File: config.mk
export PLATFORM = sky130hd
export DESIGN_NAME = halton_pop_reader
export DESIGN_NICKNAME = d
export VERILOG_FILES = /design/src/rtl/halton_reader_pkg.sv /design/src/rtl/halton_sample_fifo.sv /design/src/rtl/halton_pop_reader.sv
export SDC_FILE = /design/constraint.sdc
export NUM_CORES = 1
export LEC_CHECK = 0
export ABC_AREA = 1
export BUFFER_PORTS_ARGS = -buffer_cell sky130_fd_sc_hd__buf_4
export CORE_ASPECT_RATIO = 0.8
export CORE_MARGIN = 4
export CORE_UTILIZATION = 45
export DETAILED_ROUTE_END_ITERATION = 10
export PLACE_DENSITY = 0.65
export SLEW_MARGIN = 30
export SYNTH_ARGS = -nofsm -noshare
export SYNTH_HDL_FRONTEND = slang
export SYNTH_SLANG_ARGS = --single-unit
export TNS_END_PERCENT = 1
File: constraint.sdc
create_clock -name clk -period 10.7 [get_ports clk]
set_clock_uncertainty 0.2 [all_clocks]
set_input_delay 2.14 -clock clk [delete_from_list [all_inputs] [get_ports clk]]
set_output_delay 2.14 -clock clk [all_outputs]
set_load 0.01 [all_outputs]
File: src/rtl/halton_reader_pkg.sv
// rtl/halton_reader_pkg.sv - shared types and defaults for the Halton pop reader
package halton_reader_pkg;

  localparam int DEF_WIDTH = 32;
  localparam int DEF_CNT_W = 16;

  typedef enum logic [2:0] {
    S_IDLE   = 3'd0,
    S_RESEED = 3'd1,
    S_ISSUE  = 3'd2,
    S_WAIT   = 3'd3,
    S_DRAIN  = 3'd4
  } state_t;

  typedef struct packed {
    logic [DEF_CNT_W-1:0] idx;
    logic [DEF_WIDTH-1:0] out_1;
    logic [DEF_WIDTH-1:0] out_0;
  } sample_t;

endpackage

File: src/rtl/halton_sample_fifo.sv
// rtl/halton_sample_fifo.sv - synchronous FIFO of captured sample entries
module halton_sample_fifo
  import halton_reader_pkg::*;
#(
  parameter type T     = sample_t,
  parameter int  DEPTH = 4
) (
  input  logic                   clk,
  input  logic                   rst,
  input  logic                   push,
  input  T                       push_data,
  input  logic                   pop,
  output T                       head,
  output logic [$clog2(DEPTH):0] count,
  output logic                   full,
  output logic                   empty
);

  localparam int PW = $clog2(DEPTH);
  localparam logic [PW:0] DEPTH_C = (PW+1)'(DEPTH);

  T              mem [DEPTH];
  logic [PW-1:0] wr_ptr;
  logic [PW-1:0] rd_ptr;
  logic          do_push;
  logic          do_pop;

  assign do_push = push && !full;
  assign do_pop  = pop && !empty;
  assign full    = (count == DEPTH_C);
  assign empty   = (count == '0);
  assign head    = mem[rd_ptr];

  // storage, pointers and occupancy; DEPTH is a power of two so pointers wrap freely
  always_ff @(posedge clk) begin
    if (rst) begin
      wr_ptr <= '0;
      rd_ptr <= '0;
      count  <= '0;
      for (int i = 0; i < DEPTH; i++) mem[i] <= '0;
    end else begin
      if (do_push) begin
        mem[wr_ptr] <= push_data;
        wr_ptr      <= wr_ptr + 1'b1;
      end
      if (do_pop) rd_ptr <= rd_ptr + 1'b1;
      case ({do_push, do_pop})
        2'b10:   count <= count + 1'b1;
        2'b01:   count <= count - 1'b1;
        default: count <= count;
      endcase
    end
  end

endmodule

File: src/rtl/halton_pop_reader.sv
// rtl/halton_pop_reader.sv - pops a Halton generator and streams captured point pairs
module halton_pop_reader
  import halton_reader_pkg::*;
#(
  parameter int WIDTH      = DEF_WIDTH,
  parameter int CNT_W      = DEF_CNT_W,
  parameter int FIFO_DEPTH = 4,
  parameter int TIMEOUT    = 16
) (
  input  logic               clk,
  input  logic               rst,
  input  logic               start,
  input  logic [CNT_W-1:0]   num_samples,
  input  logic               reseed_req,
  input  logic [WIDTH-1:0]   seed_in,
  output logic               gen_pop_enable,
  output logic               gen_reseed_enable,
  output logic [WIDTH-1:0]   gen_seed,
  input  logic               gen_valid,
  input  logic [WIDTH-1:0]   gen_out_0,
  input  logic [WIDTH-1:0]   gen_out_1,
  output logic               m_valid,
  input  logic               m_ready,
  output logic [2*WIDTH-1:0] m_data,
  output logic [CNT_W-1:0]   m_index,
  output logic               busy,
  output logic               done,
  output logic               timeout_err,
  output logic [CNT_W-1:0]   samples_rcvd
);

  typedef struct packed {
    logic [CNT_W-1:0] idx;
    logic [WIDTH-1:0] out_1;
    logic [WIDTH-1:0] out_0;
  } entry_t;

  localparam int CW   = $clog2(FIFO_DEPTH) + 1;
  localparam int WC_W = $clog2(TIMEOUT + 1);

  state_t           state_q, state_d;
  logic [CNT_W-1:0] num_q, num_d;
  logic [CNT_W-1:0] samples_d, samples_inc;
  logic [WC_W-1:0]  wait_q, wait_d;
  logic             terr_d, pop_d, reseed_d, done_d, busy_d;
  logic [WIDTH-1:0] seed_d;
  logic             fifo_push, fifo_pop, fifo_full, fifo_empty;
  logic [CW-1:0]    fifo_count;
  entry_t           push_entry, fifo_head;

  assign samples_inc = samples_rcvd + CNT_W'(1);
  assign push_entry  = '{idx: samples_inc, out_1: gen_out_1, out_0: gen_out_0};
  assign fifo_pop    = m_valid && m_ready;
  assign m_valid     = !fifo_empty;
  assign m_data      = {fifo_head.out_1, fifo_head.out_0};
  assign m_index     = fifo_head.idx;

  halton_sample_fifo #(.T(entry_t), .DEPTH(FIFO_DEPTH)) u_fifo (
    .clk       (clk),
    .rst       (rst),
    .push      (fifo_push),
    .push_data (push_entry),
    .pop       (fifo_pop),
    .head      (fifo_head),
    .count     (fifo_count),
    .full      (fifo_full),
    .empty     (fifo_empty)
  );

  // next-state and next-output decode; a pop is only issued when a FIFO slot is free
  always_comb begin
    state_d   = state_q;
    num_d     = num_q;
    samples_d = samples_rcvd;
    wait_d    = wait_q;
    terr_d    = timeout_err;
    seed_d    = gen_seed;
    pop_d     = 1'b0;
    reseed_d  = 1'b0;
    done_d    = 1'b0;
    fifo_push = 1'b0;
    case (state_q)
      S_IDLE: begin
        if (start) begin
          num_d     = num_samples;
          seed_d    = seed_in;
          terr_d    = 1'b0;
          samples_d = '0;
          if (num_samples == '0) begin
            state_d = S_DRAIN;
          end else if (reseed_req) begin
            state_d  = S_RESEED;
            reseed_d = 1'b1;
          end else begin
            state_d = S_ISSUE;
          end
        end
      end
      S_RESEED: state_d = S_ISSUE;
      S_ISSUE: begin
        if (fifo_count < CW'(FIFO_DEPTH)) begin
          pop_d   = 1'b1;
          wait_d  = '0;
          state_d = S_WAIT;
        end
      end
      S_WAIT: begin
        if (gen_valid) begin
          fifo_push = !fifo_full;
          samples_d = samples_inc;
          state_d   = (samples_inc == num_q) ? S_DRAIN : S_ISSUE;
        end else if (wait_q == WC_W'(TIMEOUT - 1)) begin
          terr_d  = 1'b1;
          state_d = S_DRAIN;
        end else begin
          wait_d = wait_q + WC_W'(1);
        end
      end
      S_DRAIN: begin
        if (fifo_empty) begin
          done_d  = 1'b1;
          state_d = S_IDLE;
        end
      end
      default: state_d = S_IDLE;
    endcase
    busy_d = (state_d != S_IDLE);
  end

  // state, counters and registered outputs
  always_ff @(posedge clk) begin
    if (rst) begin
      state_q           <= S_IDLE;
      num_q             <= '0;
      wait_q            <= '0;
      samples_rcvd      <= '0;
      timeout_err       <= 1'b0;
      gen_seed          <= '0;
      gen_pop_enable    <= 1'b0;
      gen_reseed_enable <= 1'b0;
      done              <= 1'b0;
      busy              <= 1'b0;
    end else begin
      state_q           <= state_d;
      num_q             <= num_d;
      wait_q            <= wait_d;
      samples_rcvd      <= samples_d;
      timeout_err       <= terr_d;
      gen_seed          <= seed_d;
      gen_pop_enable    <= pop_d;
      gen_reseed_enable <= reseed_d;
      done              <= done_d;
      busy              <= busy_d;
    end
  end

endmodule

Yosys cells after proc, flatten, opt, wreduce, memory -nomap -nowiden
Memories as Yosys holds them, arrays and structs flattened. A register that Yosys moved wholly into a read port is not among the register bits.
Index checks and enable logic that the tools add are counted.
W data, S select, Z words.
{"block": "totals", "out_inout_bits": 134, "elab_cells": 96, "mem_count": 1, "ram_bits": 320, "input_bits": 118, "ff_bits": 84}
{"block": "classes", "n_reduce_logical": 20, "magnitude_cmp": 1, "bitwise": 4, "addsub": 6, "mux": 36, "eq_ne": 15}
{"memory": "u_fifo.mem", "depth": 4, "width": 80, "rd": 1, "rd_ports_with_merged_regs": 1, "wr": 4, "line_no": "halton_sample_fifo.sv:22", "rtl": "T mem [DEPTH];"}
{"operator": "$mux W80", "n": 1}
{"operator": "$reduce_or A80 Y1", "n": 1}
{"operator": "$mux W16", "n": 2}
{"operator": "$pmux W16 S2", "n": 1}
{"operator": "$mux W3", "n": 7}
{"operator": "$add A16 B1 Y16 const B", "n": 1}
{"operator": "$eq A16 B16 Y1", "n": 1}
{"operator": "$logic_not A16 Y1", "n": 1}
{"operator": "$mux W5", "n": 3}
{"operator": "$pmux W3 S5", "n": 1}
{"operator": "$mux W1", "n": 14}
{"operator": "$ne A2 B2 Y1 const B", "n": 6}
{"operator": "$pmux W5 S2", "n": 1}
{"operator": "$mux W2", "n": 4}
{"operator": "$reduce_and A4 Y1", "n": 2}
{"operator": "$eq A3 B2 Y1 const B", "n": 2}
{"operator": "$eq A3 B3 Y1 const B", "n": 2}
{"operator": "$logic_not A3 Y1", "n": 2}
{"operator": "$pmux W3 S2", "n": 1}
{"operator": "$reduce_bool A2 Y1", "n": 3}
{"operator": "$add A5 B1 Y5 const B", "n": 1}
{"operator": "$eq A5 B4 Y1 const B", "n": 1}
{"operator": "$add A2 B1 Y2 const B", "n": 2}
{"operator": "$not A1 Y1", "n": 4}
{"operator": "14 further kinds", "n": 18}

Longest topological paths before layout
Gate-level depths: netlist of the first run.
{"block": "logic_depth", "ltp_word": 10, "mapped_depth": 17, "ltp_nobuf": 17}

Cells and area by module
From an unflattened synthesis of the first run, not the netlist that was laid out.
{"block": "unflattened", "hier_cells": 1897, "hier_area_um2": 18561.6}
{"module": "halton_sample_fifo", "cells_each": 1363, "area_each_um2": 14941.8, "seq_area_each_um2": 9789.4, "instances": 1}
{"module": "halton_pop_reader", "cells_each": 534, "area_each_um2": 3619.7, "seq_area_each_um2": 1541.5, "instances": 1}

Worst setup path before layout of the first run
No wires, ideal clock.
{"block": "synth_timing", "path_type": "input to register", "startpoint": "input gen_valid", "endpoint": "memory u_fifo.mem[3][0] (netlist bit) (enable)", "t_required_ns": 9.864, "setup_ns": 0.636, "stages": 6, "n_path_buf": 0, "slack_ns": 1.294, "arrival_time_ns": 8.570, "cell_sequence": "inv_1 -> nor2_4 -> inv_2 -> a31oi_4 -> inv_2 -> o31ai_1"}
{"item": "start: declaration", "line_no": "halton_pop_reader.sv:19", "rtl": "input logic gen_valid,"}
{"item": "end: declaration", "line_no": "halton_sample_fifo.sv:22"}

==> impl_metrics.env, run 1 <==
export IMPL_io_buffer_count=251
export IMPL_stdcell_count=2625
export IMPL_cts_resized=0
export IMPL_min_period_ns=5.44
export IMPL_ios=252
export IMPL_wirelength_um=46900
export IMPL_arrival_ns=3.10
export IMPL_reg2reg_setup_slack_ns=6.69
export IMPL_grt_setup_unrepaired="false"
export IMPL_setup_viol=0
export IMPL_cts_sinks=406
export IMPL_clk_pin_slew_ns=0.06
export IMPL_drive_gt1_frac=0.212
export IMPL_drv_cap=0
export IMPL_yosysWarnings=0
export IMPL_p_leak_nw=8.31
export IMPL_finalWorstSetupSlack_ns=5.26
export IMPL_core_area_um2=39400
export IMPL_worst_path_max_fanout=94
export IMPL_syn_instance_count=1858
export IMPL_final_common_cell="nor2_1"
export IMPL_dr_pass1_iters=5
export IMPL_clockRootBuffer="clkbuf_16"
export IMPL_hold_class="flop to flop"
export IMPL_dieArea_um2=43100
export IMPL_crit_path_start_kind="flop"
export IMPL_synth_top_cell_area_share=0.536
export IMPL_grt_pass1_wl_um=73200
export IMPL_cp_top_family="buffers and inverters"
export IMPL_syn_avg_cell_area_um2=9.65
export IMPL_antenna_cells=0
export IMPL_path_cells="inv_4, buf_6, o21ai_0, o22ai_1, buf_4"
export IMPL_num_nets_final=2179
export IMPL_clk_latency_ns=0.54
export IMPL_cts_tree="built"
export IMPL_power_w=0.00407
export IMPL_place_inst=2548
export IMPL_dp_hpwl_um=27700
export IMPL_grt_max_degree=95
export IMPL_setup_tns_ns=0
export IMPL_first_iter_violations=1169
export IMPL_wire_per_inst_um=17.9
export IMPL_remaining_drc_errors=0
export IMPL_seqCellArea_um2=11300
export IMPL_ant_nets=0
export IMPL_routed_via_density=5.22
export IMPL_syn_area_um2=17900
export IMPL_grt_pass1_vias=13500
export IMPL_yosys_area_top_type="edfxtp_1"
export IMPL_path_class="flop to primary output"
export IMPL_h_tree_depth=2
export IMPL_synthDistinctLibCells=36
export IMPL_fillCellCount=3615
export IMPL_ys_seq_elements=406
export IMPL_antenna_found_initial=0
export IMPL_utilization=0.546
export IMPL_peakVddDrop_v=0.000129
export IMPL_post_cts_buffers=0
export IMPL_worstPathRequired_ns=8.36
export IMPL_final_cell_mix="489 x nor2_1, 320 x edfxtp_1, 263 x buf_4"
export IMPL_ys_seq_area_frac=0.632
export IMPL_synth_area_leaders="edfxtp_1 54%, nor2_1 10%, dfxtp_1 9.6%"
export IMPL_pre_cts_ws_ns=5.04
export IMPL_rows=65
export IMPL_dieWidth_um=231
export IMPL_grt_use_total=0.211
export IMPL_grt_overflow=0
export IMPL_end_kind="primary output"
export IMPL_syn_nets=1981
export IMPL_critPathMaxStageDelay_ns=0.61
export IMPL_critical_path_slowest_cell="inv_4"
export IMPL_powerDensity_nw_per_um2=189
export IMPL_num_vias=13700
export IMPL_max_freq_mhz=184
export IMPL_start_util=0.456
export IMPL_cts_buffers=42
export IMPL_finalHoldViolCount=0
export IMPL_worst_path_buf_inv=3
export IMPL_period_share=0.508
export IMPL_multi_input_area_um2=5380
export IMPL_syn_to_final_growth_pct=19.8
export IMPL_clockBufferDepth=3
export IMPL_drv_slew=0
export IMPL_slew_headroom=0.350
export IMPL_die_y_um=187
export IMPL_max_slew_worst_pin_slew_ns=0.975
export IMPL_outcome="completed"
export IMPL_place_gp_congestion=0.870
export IMPL_postCtsHoldBufs=0
through the flow:
stage                     hold slack, ns  area (um^2)
after floorplan                    0.236        17900
after global placement             0.249        20100
after detailed placement           0.262        20100
after CTS                          0.277        21500
after global routing               0.285        21500
final                              0.274        21500
per-layer routing:
layer / vias to the layer above / track usage / wire, um
li1: 6602 / - / -
met1: 6588 / 0.292 / 20400
met2: 459 / 0.343 / 21900
met3: 57 / 0.0491 / 3690
met4: 0 / 0.0451 / 849
met5: - / 0 / 0
kinds of logic after synthesis:
logic type	synth area share
adder cells (fa/ha/maj)	0.00391
AND/OR/NAND/NOR	0.183
XOR/XNOR	0.00349
buffers and inverters	0.0706
flip-flops	0.632
AO/OA/AOI/OAI	0.107
cell type report:
cell class,count,area share
Clock inverter,25,0.00938
Multi-Input combinational cell,1143,0.250
Inverter,198,0.0350
Clock buffer,52,0.0536
Sequential cell,406,0.528
Timing Repair Buffer,265,0.0929
Tap cell,536,0.0312
synth_stat cells:
master	number
nor2_1	489
edfxtp_1	320
o21ai_0	224
inv_1	178
nand2_1	120
clkbuf_1	86
dfxtp_1	86
o22ai_1	81
nor2_2	67
nor3_1	48
a21oi_1	39
nand3_1	36
inv_2	19
buf_6	12
buf_2	10
nor2_4	5
ha_1	4
nand2_2	4
nand4_1	4
nor4_1	3
a31oi_1	2
buf_1	2
nand3b_1	2
o211a_1	2
o21ai_2	2
xnor2_1	2
xnor3_1	2
a211oi_1	1
a2bb2oi_1	1
a31oi_4	1
buf_4	1
clkinv_1	1
fa_1	1
nand2_4	1
o31ai_1	1
or2_2	1
sequential cells by signal, indices dropped and copies added (netlist names), named ones only:
name and count:
wait_q 5, u_fifo.wr_ptr 2, gen_pop_enable 1, u_fifo.rd_ptr 2
u_fifo.count 3, timeout_err 1, u_fifo.mem 320, busy 1
done 1, num_q 16, state_q 3, gen_seed 32
samples_rcvd 16, gen_reseed_enable 1
worst paths after layout:
path         cells after the start                              end             startpoint
max                              5                       m_data[10]                   flop
min                              2            num_q[9]$_SDFFE_PP0P_  num_q[9]$_SDFFE_PP0P_
max reg2reg                     14  u_fifo.mem[0][57]$_SDFFCE_PN0P_  state_q[2]$_SDFF_PP0_
min reg2reg                      2            num_q[9]$_SDFFE_PP0P_  num_q[9]$_SDFFE_PP0P_
where the power goes:
part,switching (W),leakage [nW],internal (W)
combinational,0.000484,3.63,0.000308
sequential,0.0000600,4.01,0.00178
clock,0.000601,0.675,0.000836
worst register-to-register path, cell delays in order, from the launching register on:
cell and delay (ns):
dfxtp_1 0.33, inv_2 0.07, nand2_1 0.09, nor2_4 0.14
inv_2 0.08, nor2_4 0.35, inv_2 0.13, a31oi_4 0.18
inv_2 0.09, nor2_4 0.13, inv_6 0.25, nor2_4 0.23
nand2_4 0.34, nand2_4 0.33, buf_6 0.63
No activity file was read; power rests on OpenSTA's default activity.
==> inputs of run 2 (changes only) <==
- clock period: 10.7 -> 5.3 ns (I/O delays scaled with it)
==> impl_metrics.env, run 2 (same netlist as run 1, synthesis figures left out) <==
export IMPL_grt_use_total=0.214
export IMPL_clk_pin_slew_ns=0.06
export IMPL_worst_path_buf_inv=3
export IMPL_seqCellArea_um2=11300
export IMPL_remaining_drc_errors=0
export IMPL_num_nets_final=2185
export IMPL_p_leak_nw=8.36
export IMPL_post_cts_buffers=0
export IMPL_rr_worst_depth=14
export IMPL_dieArea_um2=43100
export IMPL_max_freq_mhz=269
export IMPL_worstPathRequired_ns=4.04
export IMPL_final_common_cell="nor2_1"
export IMPL_cts_tree="built"
export IMPL_wl_met1_um=20500
export IMPL_io_buffer_count=251
export IMPL_clk_latency_ns=0.54
export IMPL_wl_met2_um=22000
export IMPL_syn_to_final_growth_pct=20.5
export IMPL_clockRootBuffer="clkbuf_16"
export IMPL_period_share=0.700
export IMPL_outcome="completed"
export IMPL_crit_cells=5
export IMPL_arrival_ns=2.45
export IMPL_hp_start="u_fifo.rd_ptr[1]$_SDFFE_PP0P_"
export IMPL_largest_reg_flops=320
export IMPL_antenna_found_initial=1
export IMPL_fillCellCount=3529
export IMPL_path_cells="inv_4, buf_12, o21ai_0, o22ai_1, buf_4"
export IMPL_wirelength_um=47100
export IMPL_core_area_um2=39400
export IMPL_grt_overflow=0
export IMPL_cts_resized=0
export IMPL_top_layer_used="met5"
export IMPL_first_iter_violations=1348
export IMPL_grt_pass1_wl_um=74400
export IMPL_hold_path_depth=2
export IMPL_die_y_um=187
export IMPL_clockBufferDepth=3
export IMPL_antenna_cells=0
export IMPL_regToRegStartpoint="state_q[2]$_SDFF_PP0_"
export IMPL_dp_hpwl_um=27800
export IMPL_cp_top_family="buffers and inverters"
export IMPL_r2r_end="u_fifo.mem[2][13]$_SDFFCE_PN0P_"
export IMPL_path_class="flop to primary output"
export IMPL_num_vias=13700
export IMPL_powerDensity_nw_per_um2=383
export IMPL_grt_pass1_vias=13500
export IMPL_peakVddDrop_v=0.000297
export IMPL_place_gp_congestion=0.856
export IMPL_wire_per_inst_um=17.9
export IMPL_rows=65
export IMPL_ant_nets=0
export IMPL_regMostFlops="u_fifo.mem"
export IMPL_routed_via_density=5.19
export IMPL_max_slew_worst_pin_slew_ns=0.945
export IMPL_critical_path_slowest_cell="buf_12"
export IMPL_wl_met3_um=3890
export IMPL_worst_path_max_fanout=116
export IMPL_start_util=0.456
export IMPL_multi_input_area_um2=5370
export IMPL_min_period_ns=3.71
export IMPL_final_cell_mix="489 x nor2_1, 320 x edfxtp_1, 262 x buf_4"
export IMPL_postCtsHoldBufs=0
export IMPL_drv_cap=0
export IMPL_grt_max_degree=161
export IMPL_crit_path_start_kind="flop"
export IMPL_h_tree_depth=2
export IMPL_slew_headroom=0.370
export IMPL_setup_viol=0
export IMPL_cts_buffers=43
export IMPL_drive_gt1_frac=0.211
export IMPL_critPathMaxStageDelay_ns=0.43
export IMPL_end_kind="primary output"
export IMPL_dr_pass1_iters=5
export IMPL_finalHoldViolCount=0
export IMPL_hold_class="flop to flop"
export IMPL_setup_tns_ns=0
export IMPL_cts_sinks=406
export IMPL_reg2reg_setup_slack_ns=1.75
export IMPL_top_regs="u_fifo.mem: 320 flops, gen_seed: 32 flops"
export IMPL_dieWidth_um=231
export IMPL_ios=252
export IMPL_grt_setup_unrepaired="false"
export IMPL_utilization=0.549
export IMPL_drv_slew=0
run 2: cell count changes in the layout (fill, tap and decap cells not counted), sizes merged:
cell and change:
clkbuf +3, clkinvlp -2, clkinv -1, buf +5, bufinv +1
run 2: cell type report:
class,count,share of cell area
Multi-Input combinational cell,1143,0.249
Clock buffer,55,0.0528
Sequential cell,406,0.524
Inverter,198,0.0347
Timing Repair Buffer,270,0.0982
Clock inverter,23,0.0103
Tap cell,536,0.0310
run 2: stage by stage:
step | worst slack, ns | std cells | hold slack, ns | instance area [um^2] | power [W]
finish | 1.59 | 2631 | 0.256 | 21600 | 0.00828
CTS | 1.56 | 2631 | 0.263 | 21600 | 0.00836
detailed placement | 1.11 | 2553 | 0.251 | 20300 | 0.00543
global route | 1.42 | 2631 | 0.292 | 21600 | 0.00867
global placement | 1.17 | 2552 | 0.252 | 20200 | 0.00541
floorplan | 0.812 | 1858 | 0.236 | 17900 | 0.00463
run 2: worst max path at each step:
| stage | from | to | slack, ns |
|---|---|---|---|
| floorplan | gen_valid | u_fifo.mem[0][0]$_SDFFCE_PN0P_ | 0.81 |
| global placement | gen_valid | u_fifo.mem[2][32]$_SDFFCE_PN0P_ | 1.17 |
| detailed placement | gen_valid | u_fifo.mem[2][32]$_SDFFCE_PN0P_ | 1.11 |
| CTS | flop | m_data[56] | 1.56 |
| global route | flop | m_data[40] | 1.42 |
| finish | flop | m_data[56] | 1.59 |
run 2: worst min-delay path: stages, from the launching register on:
cell     delay (ns)
dfxtp_1        0.29
inv_1          0.05
a21oi_1        0.06
run 2: power by group:
part	leakage, nW	internal (W)	total (W)	switching, W
registers	4.01	0.00359	0.00366	0.0000697
clock network	0.676	0.00172	0.00294	0.00122
logic	3.68	0.000640	0.00168	0.00104
total	8.36	0.00595	0.00828	0.00233
run 2: metal layers:
metal	GRT usage	up-vias
met5	0	-
met4	0.0386	2
met3	0.0508	52
met2	0.347	475
met1	0.299	6505
li1	-	6625
